--- src/rtl/safecrack_param_fsm_if.sv ---
// Button/code inputs and LED/status outputs of the combination-lock controller.
// The master drives the buttons and expected code; the slave (the lock) drives the indicators.
interface safecrack_param_fsm_if #(
    parameter int NUM_BTN   = 3,
    parameter int CODE_LEN  = 3,
    parameter int GREEN_W   = 8,
    parameter int RED_W     = 18,
    parameter int MAX_FAILS = 3
);
    localparam int BW = (NUM_BTN > 1) ? $clog2(NUM_BTN) : 1;
    localparam int FW = $clog2(MAX_FAILS + 1);

    logic [NUM_BTN-1:0]     btn;
    logic [CODE_LEN*BW-1:0] code;
    logic [GREEN_W-1:0]     leds_green;
    logic [RED_W-1:0]       leds_red;
    logic                   unlocked;
    logic                   locked_out;
    logic [FW-1:0]          fail_cnt;

    modport master (
        output btn, code,
        input  leds_green, leds_red, unlocked, locked_out, fail_cnt
    );

    modport slave (
        input  btn, code,
        output leds_green, leds_red, unlocked, locked_out, fail_cnt
    );
endinterface

--- src/rtl/safecrack_param_fsm.sv ---
// Parameterised combination lock: digit entry, timed error/open/lockout displays,
// consecutive-failure lockout, and an inactivity abort during partial entry.
module safecrack_param_fsm #(
    parameter int NUM_BTN     = 3,
    parameter int CODE_LEN    = 3,
    parameter int GREEN_W     = 8,
    parameter int RED_W       = 18,
    parameter int ERR_CYCLES  = 150_000_000,
    parameter int OPEN_CYCLES = 250_000_000,
    parameter int MAX_FAILS   = 3,
    parameter int LOCK_CYCLES = 500_000_000,
    parameter int IDLE_CYCLES = 500_000_000
) (
    input  logic                 clk,
    input  logic                 rstn,
    safecrack_param_fsm_if.slave bus
);
    localparam int BW    = (NUM_BTN > 1) ? $clog2(NUM_BTN) : 1;
    localparam int FW    = $clog2(MAX_FAILS + 1);
    localparam int IW    = (CODE_LEN > 1) ? $clog2(CODE_LEN) : 1;
    localparam int MAX_A = (ERR_CYCLES > OPEN_CYCLES) ? ERR_CYCLES : OPEN_CYCLES;
    localparam int MAX_B = (LOCK_CYCLES > IDLE_CYCLES) ? LOCK_CYCLES : IDLE_CYCLES;
    localparam int MAX_D = (MAX_A > MAX_B) ? MAX_A : MAX_B;
    localparam int CW    = $clog2(MAX_D + 1);

    // Loaded value is length-1 so the state is held for exactly "length" cycles.
    localparam logic [CW-1:0] ERR_LD  = CW'(ERR_CYCLES - 1);
    localparam logic [CW-1:0] OPEN_LD = CW'(OPEN_CYCLES - 1);
    localparam logic [CW-1:0] LOCK_LD = CW'(LOCK_CYCLES - 1);
    localparam logic [CW-1:0] IDLE_LD = CW'(IDLE_CYCLES - 1);

    typedef enum logic [1:0] {
        ST_ENTRY   = 2'd0,
        ST_ERROR   = 2'd1,
        ST_OPEN    = 2'd2,
        ST_LOCKOUT = 2'd3
    } state_t;

    state_t             state_q, state_d;
    logic [IW-1:0]      idx_q, idx_d;
    logic [CW-1:0]      cnt_q, cnt_d;
    logic [FW-1:0]      fail_q, fail_d;
    logic [NUM_BTN-1:0] pos_q, prev_q;

    logic [NUM_BTN-1:0] evt;
    logic               any_evt;
    logic               one_evt;
    logic [BW-1:0]      digit;
    logic [BW-1:0]      code_digit;
    logic               last_digit;
    logic               idx_bad;
    logic [FW-1:0]      fail_inc;
    logic [GREEN_W-1:0] therm;

    // Buttons are tracked in every state so a press held into ENTRY never fires.
    always_ff @(posedge clk or negedge rstn) begin
        if (!rstn) begin
            pos_q  <= '0;
            prev_q <= '0;
        end else begin
            pos_q  <= ~bus.btn;
            prev_q <= pos_q;
        end
    end

    assign evt     = pos_q & ~prev_q;
    assign any_evt = |evt;
    assign one_evt = $onehot(evt);

    always_comb begin
        digit = '0;
        for (int i = 0; i < NUM_BTN; i++) begin
            if (evt[i]) begin
                digit = BW'(i);
            end
        end
    end

    assign code_digit = bus.code[32'(idx_q) * BW +: BW];
    assign last_digit = (32'(idx_q) == CODE_LEN - 1);
    assign idx_bad    = (32'(idx_q) > CODE_LEN - 1);
    assign fail_inc   = fail_q + FW'(1);

    always_ff @(posedge clk or negedge rstn) begin
        if (!rstn) begin
            state_q <= ST_ENTRY;
            idx_q   <= '0;
            cnt_q   <= '0;
            fail_q  <= '0;
        end else begin
            state_q <= state_d;
            idx_q   <= idx_d;
            cnt_q   <= cnt_d;
            fail_q  <= fail_d;
        end
    end

    always_comb begin
        state_d = state_q;
        idx_d   = idx_q;
        cnt_d   = cnt_q;
        fail_d  = fail_q;
        case (state_q)
            ST_ENTRY: begin
                if (idx_bad) begin
                    idx_d = '0;
                    cnt_d = IDLE_LD;
                end else if (any_evt) begin
                    if (one_evt && (digit == code_digit)) begin
                        if (last_digit) begin
                            state_d = ST_OPEN;
                            idx_d   = '0;
                            cnt_d   = OPEN_LD;
                            fail_d  = '0;
                        end else begin
                            idx_d = idx_q + IW'(1);
                            cnt_d = IDLE_LD;
                        end
                    end else begin
                        fail_d = fail_inc;
                        idx_d  = '0;
                        if (fail_inc == FW'(MAX_FAILS)) begin
                            state_d = ST_LOCKOUT;
                            cnt_d   = LOCK_LD;
                        end else begin
                            state_d = ST_ERROR;
                            cnt_d   = ERR_LD;
                        end
                    end
                end else if (idx_q != '0) begin
                    // Inactivity abort only once entry has started.
                    if (cnt_q == '0) begin
                        idx_d = '0;
                        cnt_d = IDLE_LD;
                    end else begin
                        cnt_d = cnt_q - CW'(1);
                    end
                end
            end
            ST_ERROR, ST_OPEN, ST_LOCKOUT: begin
                if (cnt_q == '0) begin
                    state_d = ST_ENTRY;
                    idx_d   = '0;
                    cnt_d   = IDLE_LD;
                    if (state_q == ST_LOCKOUT) begin
                        fail_d = '0;
                    end
                end else begin
                    cnt_d = cnt_q - CW'(1);
                end
            end
            default: begin
                state_d = ST_ENTRY;
                idx_d   = '0;
                cnt_d   = IDLE_LD;
            end
        endcase
    end

    for (genvar gi = 0; gi < GREEN_W; gi++) begin : g_therm
        assign therm[gi] = (gi <= 32'(idx_q));
    end

    always_comb begin
        bus.leds_green = '0;
        bus.leds_red   = '0;
        bus.unlocked   = 1'b0;
        bus.locked_out = 1'b0;
        case (state_q)
            ST_ENTRY:   bus.leds_green = therm;
            ST_ERROR:   bus.leds_red[0] = 1'b1;
            ST_OPEN: begin
                bus.leds_green = '1;
                bus.unlocked   = 1'b1;
            end
            ST_LOCKOUT: begin
                bus.leds_red   = '1;
                bus.locked_out = 1'b1;
            end
            default: bus.leds_green = '0;
        endcase
    end

    assign bus.fail_cnt = fail_q;
endmodule

--- src/flat_wrapper.sv ---
// flat-port wrapper written by rule: the top's interface ports become plain ports
module safecrack_param_fsm_flat 
#(
    parameter int NUM_BTN     = 3,
    parameter int CODE_LEN    = 3,
    parameter int GREEN_W     = 8,
    parameter int RED_W       = 18,
    parameter int ERR_CYCLES  = 150_000_000,
    parameter int OPEN_CYCLES = 250_000_000,
    parameter int MAX_FAILS   = 3,
    parameter int LOCK_CYCLES = 500_000_000,
    parameter int IDLE_CYCLES = 500_000_000
)
  (clk, rstn, bus_btn, bus_code, bus_leds_green, bus_leds_red, bus_unlocked, bus_locked_out, bus_fail_cnt);
  safecrack_param_fsm_if #(.NUM_BTN(NUM_BTN), .CODE_LEN(CODE_LEN), .GREEN_W(GREEN_W), .RED_W(RED_W), .MAX_FAILS(MAX_FAILS)) bus_i ();
  input  logic clk;
  input  logic rstn;
  input wire logic [$bits(bus_i.btn)-1:0] bus_btn;
  input wire logic [$bits(bus_i.code)-1:0] bus_code;
  output wire logic [$bits(bus_i.leds_green)-1:0] bus_leds_green;
  output wire logic [$bits(bus_i.leds_red)-1:0] bus_leds_red;
  output wire logic [$bits(bus_i.unlocked)-1:0] bus_unlocked;
  output wire logic [$bits(bus_i.locked_out)-1:0] bus_locked_out;
  output wire logic [$bits(bus_i.fail_cnt)-1:0] bus_fail_cnt;
  assign bus_i.btn = bus_btn;
  assign bus_i.code = bus_code;
  assign bus_leds_green = bus_i.leds_green;
  assign bus_leds_red = bus_i.leds_red;
  assign bus_unlocked = bus_i.unlocked;
  assign bus_locked_out = bus_i.locked_out;
  assign bus_fail_cnt = bus_i.fail_cnt;
  safecrack_param_fsm #(.NUM_BTN(NUM_BTN), .CODE_LEN(CODE_LEN), .GREEN_W(GREEN_W), .RED_W(RED_W), .ERR_CYCLES(ERR_CYCLES), .OPEN_CYCLES(OPEN_CYCLES), .MAX_FAILS(MAX_FAILS), .LOCK_CYCLES(LOCK_CYCLES), .IDLE_CYCLES(IDLE_CYCLES)) u_core (.clk(clk), .rstn(rstn), .bus(bus_i));
endmodule
--- config.mk ---
export PLATFORM = sky130hd
export DESIGN_NAME = safecrack_param_fsm_flat
export DESIGN_NICKNAME = d
export VERILOG_FILES = /design/src/rtl/safecrack_param_fsm_if.sv /design/src/rtl/safecrack_param_fsm.sv /design/src/flat_wrapper.sv
export SDC_FILE = /design/constraint.sdc
export NUM_CORES = 1
export LEC_CHECK = 0
export BUFFER_PORTS_ARGS = -buffer_cell sky130_fd_sc_hd__clkbuf_2
export CAP_MARGIN = 30
export CORE_ASPECT_RATIO = 0.5
export CORE_UTILIZATION = 49
export CTS_BUF_LIST = sky130_fd_sc_hd__clkbuf_4 sky130_fd_sc_hd__clkbuf_8
export CTS_CLUSTER_DIAMETER = 30
export CTS_CLUSTER_SIZE = 8
export DETAILED_ROUTE_END_ITERATION = 16
export PLACE_DENSITY = 0.7
export SYNTH_ARGS = -nofsm -noshare
export SYNTH_HDL_FRONTEND = slang
export SYNTH_SLANG_ARGS = --single-unit
--- constraint.sdc ---
create_clock -name clk -period 2.8 [get_ports clk]
set_input_delay 0.56 -clock clk [delete_from_list [all_inputs] [get_ports clk]]
set_output_delay 0.56 -clock clk [all_outputs]
set_load 0.03 [all_outputs]
==> results of run 1 <==
-- power groups by stage --
stage / clock (mW) / sequential (mW) / combinational (mW)
after floorplan: 0 / 0.610 / 0.0290
after detailed placement: 0 / 0.611 / 0.0539
after CTS: 0.496 / 0.599 / 0.0541
after global routing: 0.522 / 0.600 / 0.0600
final: 0.485 / 0.599 / 0.0530
after global placement: 0 / 0.611 / 0.0525
-- timing repair --
action,in CTS,in global routing
hold buffers,0,0
setup endpoints to repair,0,4
setup buffers,0,2
gates resized for setup,0,1
-- Yosys cell counts, types with 2 or more instances --
library cell	count
dfrtp_1	41
nand2_1	26
nor2_1	26
a21oi_1	25
buf_4	21
nor3_1	20
o21ai_0	20
inv_1	12
a31oi_1	9
clkbuf_1	9
nand2b_1	7
a211oi_1	6
ha_1	6
nand3_1	6
or3_1	6
buf_2	4
nor2b_1	4
o31ai_1	4
a22o_1	3
mux2i_1	3
nor3_2	3
nor4_1	3
o21a_1	3
o21ai_1	3
o31a_1	3
or2_2	3
or4_1	3
a21o_1	2
and2_1	2
nor4b_4	2
o22ai_1	2
o2bb2ai_1	2
-- metal layers --
metal	part of all wire (%)	vias to the layer above	GRT usage [%]
met3	5.7	4	4.33
met4	0.58	0	6.62
met2	46	75	40.9
li1	-	1175	-
met1	48	1166	29.4
met5	0	-	0
-- registers in the layout, indices dropped and copies added, names as in the netlist --
register / flops
u_core.bus.fail_cnt: 2
u_core.idx_q: 2
u_core.state_q: 2
u_core.prev_q: 3
u_core.pos_q: 3
u_core.cnt_q: 29
-- logic make-up (layout without fill, tap and decap cells) --
kind of cell	count (synthesis)	count (layout)
compound gates	94	94
buf+inv	47	73
mux	5	5
xor+xnor	2	2
fa+ha+maj	7	7
simple gates	120	120
flops	41	41
-- path summary, 6_finish.rpt --
path / startpoint / endpoint / slack (ns) / cells past startpoint
max: u_core.pos_q[0] / u_core.cnt_q[24] / 0.17 / 9
min: rstn / u_core.cnt_q[12] / 0.32 / 2
max reg2reg: u_core.pos_q[0] / u_core.cnt_q[24] / 0.17 / 9
min reg2reg: u_core.pos_q[0] / u_core.prev_q[0] / 0.38 / 0
max in group asynchronous: rstn / u_core.cnt_q[8] / 2.13 / 2
min in group clk: u_core.pos_q[0] / u_core.prev_q[0] / 0.38 / 0
-- metrics by stage --
step / area, µm² / setup WS, ns / hold WS [ns]
finish: 3030 / 0.167 / 0.316
global route: 3030 / 0.0183 / 0.353
CTS: 3010 / 0.0720 / 0.337
detailed placement: 2900 / 0.0889 / 0.362
global placement: 2890 / 0.197 / 0.352
floorplan: 2750 / 0.408 / 0.264
-- layout make-up --
type / count / area, µm²
fill: 472 / 2130
clock buffer: 5 / 68.8
sequential: 41 / 1030
clock inverter: 3 / 46.3
tap: 70 / 87.6
multi-input combinational: 228 / 1460
timing repair buffer: 53 / 295
inverter: 12 / 45.0
-- worst reg2reg max path, cell delays in order, from the launching register on --
cell and delay, ns:
dfrtp_1 0.38, nor2b_1 0.18, fa_1 0.55, nand2b_1 0.08, nor4b_2 0.41, a21o_1 0.37
a211oi_4 0.12, buf_4 0.18, a21oi_1 0.12, a2bb2oi_1 0.17
==> results.sh, run 1 <==
export IMPL_wl_mm=6.23
export IMPL_seq_area_frac_synth_pct=37.3
export IMPL_cp_data_arrival_time_ns=2.85
export IMPL_synth_cell_types=59
export IMPL_clockRootBuffer="clkbuf_8"
export IMPL_synth_top_cell_by_area="dfrtp_1"
export IMPL_syn_instance_count=316
export IMPL_status="finished, final reports clean"
export IMPL_synth_compound_area_share_pct=22.1
export IMPL_tritoncts="built"
export IMPL_layout_common_cells="dfrtp_1, clkbuf_2, nor2_1, nand2_1, a21oi_1"
export IMPL_dr_first_iter_drc_count=149
export IMPL_clkTransAtPathRegs_ns=0.09
export IMPL_grt_first_pass_wirelength_mm=10.3
export IMPL_post_layout_nets=359
export IMPL_globalRouteTotalUtil_pct=23.0
export IMPL_placed_cells=402
export IMPL_final_instance_count_excl_fill=412
export IMPL_finalSetupViolCount=0
export IMPL_area_growth_pct=10.1
export IMPL_initial_utilization_pct=53.3
export IMPL_insertion_delay_ns=0.30
export IMPL_total_power_mw=1.14
export IMPL_comb_power_share_pct=4.7
export IMPL_cpPeakStageDelay_ns=0.55
export IMPL_dp_hpwl_mm=4.50
export IMPL_syn_nets=334
export IMPL_highest_clock_frequency_the_design_can_meet_ghz=0.380
export IMPL_layout_core_utilization_pct=58.7
export IMPL_clock_sinks=41
export IMPL_mostFrequentLayoutCell="dfrtp_1"
export IMPL_swShare_pct=22.4
export IMPL_cp_num_buf_inv=1
export IMPL_avgSynthCellArea_um2=8.71
export IMPL_pint_mw=0.882
export IMPL_worst_clock_skew_ns=0.0129
export IMPL_final_antenna_net_count=0
export IMPL_cts_max_path_buffers=2
export IMPL_crit_path_top_delay_cell="fa_1"
export IMPL_drive_above_1_share_pct=23.1
export IMPL_core_area_um2=5160
export IMPL_synth_top_family_by_area="simple AND/OR/NAND/NOR gates"
export IMPL_sequential_share_of_power_pct=52.7
export IMPL_timing_worst_setup_path_type="reg2reg"
export IMPL_cp_data_required_time_ns=3.02
export IMPL_post_route_min_period_ns=2.63
export IMPL_post_synth_instance_area_um2=2750
export IMPL_max_cap_violations=0
export IMPL_gpl_final_weighted_congestion=0.850
export IMPL_layout_worst_path_cycle_share_pct=94.0
export IMPL_synth_warning_count=0
export IMPL_power_density_nw_per_um2=375
export IMPL_worst_path_max_fanout=10
export IMPL_h_tree_depth=2
export IMPL_postSynth_topFlopCell="dfrtp_1"
export IMPL_crit_chain="nor2b_1, fa_1, nand2b_1, nor4b_2, a21o_1, a211oi_4, buf_4, a21oi_1, a2bb2oi_1"
export IMPL_maximum_number_of_pins_on_one_net_before_global_route_repair=42
export IMPL_wl_per_cell_um=15.1
export IMPL_dr_total_vias=2420
export IMPL_synth_area_leaders="dfrtp_1, buf_4, a21oi_1, nor3_1, o21ai_0"
export IMPL_switchingPower_mw=0.255
export IMPL_synth_ff_latch_count=41
export IMPL_arithmetic_cell_share_of_the_synthesized_area_counting_full_adders_half_adders_and_majority_gates_pct=3.46
export IMPL_synth_enable_flop_cells=0
export IMPL_antenna_found_initial=0
export IMPL_die_width_um=108
export IMPL_timing_hold_violations_final=0
export IMPL_max_slew_worst_pin_slew_ns=0.559
export IMPL_p_clk_share_pct=42.6
export IMPL_timing_critical_path_to_type="flip-flop"
export IMPL_grt_setup_unrepaired="no"
export IMPL_yosysTopAreaCellShare_pct=37.3
export IMPL_drt_first_pass_iters=4
export IMPL_io_buffer_count=40
export IMPL_tritoncts_num_buffers=5
export IMPL_first_global_vias=2160
export IMPL_postSynth_asyncResetShare_pct=100
export IMPL_power_leakage_nw=1.36
export IMPL_worst_ir_drop_vdd_mv=0.263
export IMPL_antenna_cells=0
export IMPL_post_synth_and_or_nand_nor_area_fraction_pct=24.7
export IMPL_detail_route_vias_per_cell=5.87
export IMPL_yosys_mux_area_fraction_pct=2.05
export IMPL_drc=0
export IMPL_xor_and_xnor_area_share_after_synthesis_pct=0.637
export IMPL_totalNegativeSetupSlack_ns=0
export IMPL_drv_slew=0
export IMPL_die_area_um2=5940
export IMPL_placement_rows=18
export IMPL_global_route_total_overflow=0
export IMPL_max_slew_margin_pct=62.5
export IMPL_worst_path_dominant_cell_family="compound AO/OA/AOI/OAI gates"
export IMPL_holdCritPathClass="in2async"
export IMPL_timing_critical_path_from_type="flip-flop"
export IMPL_boundaryPins=41
export IMPL_floorplan_die_height_um=55.0
Power figures use the tool's default switching activity.
==> inputs of run 2 (changes only) <==
- CELL_PAD_IN_SITES_DETAIL_PLACEMENT: default -> 1
- CELL_PAD_IN_SITES_GLOBAL_PLACEMENT: default -> 1
- CORE_UTILIZATION: 49 -> 45
- CTS_CLUSTER_SIZE: 8 -> default
- PLACE_DENSITY: 0.7 -> 0.83
==> results.sh, run 2 (synthesis results as in run 1) <==
export IMPL_worst_ir_drop_vdd_mv=0.178
export IMPL_worst_reg2reg_path_length_in_cells=8
export IMPL_grt_first_pass_wirelength_mm=12.2
export IMPL_final_setup_worst_slack_ns=0.199
export IMPL_wl_mm=7.22
export IMPL_placement_rows=19
export IMPL_max_slew_worst_pin_slew_ns=0.551
export IMPL_wl_met1_mm=3.44
export IMPL_antenna_found_initial=0
export IMPL_register_area_um2=1030
export IMPL_timing_hold_violations_final=0
export IMPL_totalNegativeSetupSlack_ns=0
export IMPL_dr_max_layer_used="met4"
export IMPL_drc=0
export IMPL_capturing_point_of_the_worst_reg2reg_path="u_core.cnt_q[24]"
export IMPL_dr_first_iter_drc_count=138
export IMPL_post_route_min_period_ns=2.60
export IMPL_sequential_share_of_power_pct=56.1
export IMPL_cpPeakStageDelay_ns=0.49
export IMPL_number_of_flip_flops_under_the_largest_register_name=29
export IMPL_layout_common_cells="dfrtp_1, clkbuf_2, nor2_1, nand2_1, a21oi_1"
export IMPL_rrSetupSlack_ns=0.20
export IMPL_p_clk_share_pct=38.7
export IMPL_met2RoutedLength_mm=3.38
export IMPL_maximum_number_of_pins_on_one_net_before_global_route_repair=42
export IMPL_die_width_um=113
export IMPL_layout_worst_path_cycle_share_pct=92.9
export IMPL_first_global_vias=2404
export IMPL_wl_per_cell_um=17.6
export IMPL_clockRootBuffer="clkbuf_8"
export IMPL_area_growth_pct=8.41
export IMPL_cts_max_path_buffers=2
export IMPL_post_layout_nets=355
export IMPL_clkTransAtPathRegs_ns=0.08
export IMPL_swShare_pct=23.1
export IMPL_pre_cts_setup_slack_ns=0.139
export IMPL_layout_top_registers="u_core.cnt_q x29, u_core.pos_q x3, u_core.prev_q x3"
export IMPL_pint_mw=0.821
export IMPL_layout_core_utilization_pct=52.5
export IMPL_switchingPower_mw=0.247
export IMPL_max_slew_margin_pct=63.3
export IMPL_cp_data_arrival_time_ns=2.77
export IMPL_tritoncts="built"
export IMPL_crit_chain="nor2b_1, fa_1, nand2b_1, nor2_1, a21o_1, a211oi_4, a21oi_1, a2bb2oi_1"
export IMPL_timing_critical_path_to_type="flip-flop"
export IMPL_gpl_final_weighted_congestion=0.824
export IMPL_timing_critical_path_from_type="flip-flop"
export IMPL_worst_clock_skew_ns=0.00497
export IMPL_floorplan_die_height_um=57.3
export IMPL_cp_data_required_time_ns=2.96
export IMPL_power_density_nw_per_um2=358
export IMPL_comb_power_share_pct=5.1
export IMPL_drt_first_pass_iters=4
export IMPL_h_tree_depth=2
export IMPL_dp_hpwl_mm=5.26
export IMPL_insertion_delay_ns=0.30
export IMPL_regToRegStartpoint="u_core.prev_q[0]"
export IMPL_finalSetupViolCount=0
export IMPL_boundaryPins=41
export IMPL_io_buffer_count=40
export IMPL_globalRouteTotalUtil_pct=24.3
export IMPL_highest_clock_frequency_the_design_can_meet_ghz=0.384
export IMPL_clock_sinks=41
export IMPL_cts_hold_buffers=0
export IMPL_antenna_cells=0
export IMPL_final_antenna_net_count=0
export IMPL_max_cap_violations=0
export IMPL_timing_worst_setup_path_type="reg2reg"
export IMPL_mostFrequentLayoutCell="dfrtp_1"
export IMPL_wl_met3_um=315
export IMPL_drive_above_1_share_pct=22.3
export IMPL_dr_total_vias=2462
export IMPL_global_route_total_overflow=0
export IMPL_core_area_um2=5680
export IMPL_cts_setup_buffers=0
export IMPL_initial_utilization_pct=48.4
export IMPL_detail_route_vias_per_cell=6.00
export IMPL_status="finished, final reports clean"
export IMPL_crit_path_top_delay_cell="a211oi_4"
export IMPL_drv_slew=0
export IMPL_worst_path_max_fanout=10
export IMPL_tritoncts_num_buffers=5
export IMPL_regMostFlops="u_core.cnt_q"
export IMPL_die_area_um2=6450
export IMPL_holdCritPathClass="in2async"
export IMPL_power_leakage_nw=1.34
export IMPL_cts_repair_resize_count=0
export IMPL_multi_input_comb_area_um2=1460
export IMPL_grt_setup_unrepaired="no"
export IMPL_nFillCells=693
[run 2: per-layer routing]
layer	vias to the layer above	GRT usage, %
met5	-	0
met4	0	7.43
met3	9	4.36
met2	71	41.4
met1	1221	32.2
li1	1161	-
[run 2: area by class of cell]
type	count	area share [%]
Timing Repair Buffer	49	8.98
Clock buffer	7	3.02
Tap cell	73	3.06
Sequential cell	41	34.4
Inverter	12	1.51
Multi-Input combinational cell	228	49.0
[run 2: through the flow]
stage | hold WS [ns] | power [mW] | cells | area [µm²]
final | 0.327 | 1.07 | 410 | 2980
after global routing | 0.372 | 1.10 | 410 | 2980
after CTS | 0.352 | 1.08 | 410 | 2980
after detailed placement | 0.357 | 0.666 | 403 | 2890
after global placement | 0.351 | 0.664 | 403 | 2890
after floorplan | 0.264 | 0.639 | 316 | 2750
[run 2: worst max-delay path by stage]
stage	start	to	slack, ns
final	u_core.prev_q[0]	u_core.cnt_q[24]	0.20
after global placement	u_core.prev_q[2]	u_core.cnt_q[24]	0.29
after floorplan	u_core.pos_q[2]	u_core.cnt_q[24]	0.41
after CTS	u_core.prev_q[2]	u_core.cnt_q[24]	0.10
after detailed placement	u_core.prev_q[2]	u_core.cnt_q[24]	0.14
after global routing	u_core.pos_q[0]	u_core.cnt_q[24]	0.03
[run 2: critical path: cells and delay by family (launching register included)]
family / cells / cell delay [ns]
compound gates: 4 / 1.09
simple gates: 3 / 0.54
fa+ha+maj: 1 / 0.46
flops: 1 / 0.38
[run 2: power by group through the flow]
stage	logic (mW)	registers (mW)	clock network, mW
global route	0.0625	0.600	0.440
detailed placement	0.0551	0.611	0
global placement	0.0528	0.611	0
floorplan	0.0290	0.610	0
finish	0.0550	0.600	0.414
CTS	0.0554	0.599	0.422
==> inputs of run 3 (changes only) <==
- BUFFER_PORTS_ARGS: -buffer_cell sky130_fd_sc_hd__clkbuf_2 -> -buffer_cell sky130_fd_sc_hd__buf_2
- GPL_TIMING_DRIVEN: default -> 0
- clock period: 2.8 -> 2.4 ns (I/O delays scaled with it)
==> results.sh, run 3 (synthesis results as in run 1) <==
export IMPL_power_leakage_nw=1.62
export IMPL_maximum_number_of_pins_on_one_net_before_global_route_repair=42
export IMPL_pint_mw=1.00
export IMPL_grt_setup_unrepaired="yes"
export IMPL_layout_top_registers="u_core.cnt_q x29, u_core.pos_q x3, u_core.prev_q x3"
export IMPL_placement_rows=19
export IMPL_post_layout_nets=399
export IMPL_power_density_nw_per_um2=375
export IMPL_cp_data_arrival_time_ns=2.77
export IMPL_failing_checks="setup timing"
export IMPL_detail_route_vias_per_cell=6.11
export IMPL_final_setup_worst_slack_ns=-0.177
export IMPL_mostFrequentLayoutCell="buf_2"
export IMPL_cp_num_buf_inv=1
export IMPL_crit_path_top_delay_cell="fa_1"
export IMPL_post_route_min_period_ns=2.58
export IMPL_clkTransAtPathRegs_ns=0.09
export IMPL_max_slew_margin_pct=52.4
export IMPL_dp_hpwl_mm=5.76
export IMPL_regMostFlops="u_core.cnt_q"
export IMPL_switchingPower_mw=0.326
export IMPL_layout_core_utilization_pct=62.2
export IMPL_pre_cts_setup_slack_ns=-0.481
export IMPL_wl_met3_um=549
export IMPL_worst_path_max_fanout=3
export IMPL_area_growth_pct=28.4
export IMPL_finalSetupViolCount=18
export IMPL_global_route_total_overflow=0
export IMPL_cts_hold_buffers=0
export IMPL_drt_first_pass_iters=4
export IMPL_clock_sinks=41
export IMPL_comb_power_share_pct=7.8
export IMPL_met2RoutedLength_mm=4.40
export IMPL_dr_first_iter_drc_count=207
export IMPL_number_of_flip_flops_under_the_largest_register_name=29
export IMPL_cts_max_path_buffers=2
export IMPL_die_area_um2=6450
export IMPL_worst_reg2reg_path_length_in_cells=9
export IMPL_sequential_share_of_power_pct=52.9
export IMPL_cell_depth_of_the_worst_setup_path=9
export IMPL_globalRouteTotalUtil_pct=27.2
export IMPL_timing_critical_path_to_type="flip-flop"
export IMPL_wl_met1_mm=3.95
export IMPL_layout_cell_area_non_filler_um2=3530
export IMPL_p_clk_share_pct=39.4
export IMPL_crit_chain="nor2b_4, fa_1, nand2b_1, nor4b_4, buf_4, a21oi_2, a211oi_2, nor2_2, mux2_1"
export IMPL_cp_data_required_time_ns=2.59
export IMPL_final_antenna_net_count=0
export IMPL_placedInstanceArea_um2=3040
export IMPL_gpl_final_weighted_congestion=0.790
export IMPL_initial_utilization_pct=48.4
export IMPL_holdCritPathClass="in2async"
export IMPL_first_global_vias=2673
export IMPL_wl_mm=9.15
export IMPL_tritoncts="built"
export IMPL_dr_max_layer_used="met4"
export IMPL_timing_critical_path_from_type="flip-flop"
export IMPL_insertion_delay_ns=0.31
export IMPL_boundaryPins=41
export IMPL_clockRootBuffer="clkbuf_8"
export IMPL_cpPeakStageDelay_ns=0.54
export IMPL_core_area_um2=5680
export IMPL_layout_common_cells="buf_2, buf_4, dfrtp_1"
export IMPL_floorplan_die_height_um=57.3
export IMPL_timing_hold_violations_final=0
export IMPL_layout_worst_path_cycle_share_pct=107
export IMPL_highest_clock_frequency_the_design_can_meet_ghz=0.388
export IMPL_drc=0
export IMPL_drv_slew=0
export IMPL_antenna_cells=0
export IMPL_tritoncts_num_buffers=5
export IMPL_total_power_mw=1.33
export IMPL_dr_total_vias=2782
export IMPL_wl_per_cell_um=20.1
export IMPL_worst_path_dominant_cell_family="simple AND/OR/NAND/NOR gates"
export IMPL_io_buffer_count=40
export IMPL_die_width_um=113
export IMPL_timing_worst_setup_path_type="reg2reg"
export IMPL_max_cap_violations=0
export IMPL_status="complete, but fails checks"
export IMPL_worst_clock_skew_ns=0.0128
export IMPL_totalNegativeSetupSlack_ns=-1.35
export IMPL_max_slew_worst_pin_slew_ns=0.713
export IMPL_antenna_found_initial=0
export IMPL_worst_ir_drop_vdd_mv=0.310
export IMPL_h_tree_depth=2
export IMPL_grt_first_pass_wirelength_mm=13.4
export IMPL_swShare_pct=24.6
export IMPL_drive_above_1_share_pct=39.3
-- run 3: changes by cell type in the layout (fill, tap and decap cells not counted), sizes merged --
cell    before  now
buf          9   87
clkbuf      47   13
clkinv       0    1
-- run 3: routing by layer --
metal,up-vias,global-route usage [%]
li1,1249,-
met1,1402,34.8
met2,103,46.8
met3,28,5.10
met4,0,9.90
met5,-,0
-- run 3: area by class of cell --
class                      count  area, µm²
fill                         664       2150
multi-input combinational    228       1660
sequential                    41       1030
timing repair buffer          63        394
buffer                        30        211
clock buffer                   7       96.3
tap                           73       91.3
inverter                      12       45.0
clock inverter                 1       5.00
-- run 3: path summary, 6_finish.rpt --
path / start / to / slack [ns]
max in group asynchronous: rstn / u_core.cnt_q[19] / 1.78
worst max register to register: u_core.pos_q[0] / u_core.bus.fail_cnt[1] / -0.18
worst max-delay path: u_core.pos_q[0] / u_core.bus.fail_cnt[1] / -0.18
worst min-delay path: rstn / u_core.cnt_q[9] / 0.11
worst min register to register: u_core.pos_q[1] / u_core.prev_q[1] / 0.39
min in group clk: bus_btn[0] / u_core.pos_q[0] / 0.30
-- run 3: timing repair --
| action | CTS | global route |
|---|---|---|
| resized for setup | 31 | 36 |
| buffers inserted | 7 | 14 |
| hold endpoints to repair | 0 | 0 |
| endpoints found under the setup margin | 37 | 30 |
| pin swaps | 6 | 12 |
-- run 3: stage by stage --
| stage | hold slack [ns] | cells |
|---|---|---|
| finish | 0.111 | 455 |
| CTS | 0.291 | 441 |
| detailed placement | 0.359 | 429 |
| global route | 0.145 | 455 |
| floorplan | 0.184 | 316 |
| global placement | 0.353 | 429 |
-- run 3: power by group through the flow --
| stage | sequential, mW | clock (mW) | combinational [mW] |
|---|---|---|---|
| 6_report | 0.701 | 0.522 | 0.103 |
| 5_1_grt | 0.702 | 0.552 | 0.112 |
| 4_1_cts | 0.700 | 0.539 | 0.0789 |
| 3_5_place_dp | 0.713 | 0 | 0.0655 |
| 3_3_place_gp | 0.713 | 0 | 0.0616 |
| 2_1_floorplan | 0.712 | 0 | 0.0338 |
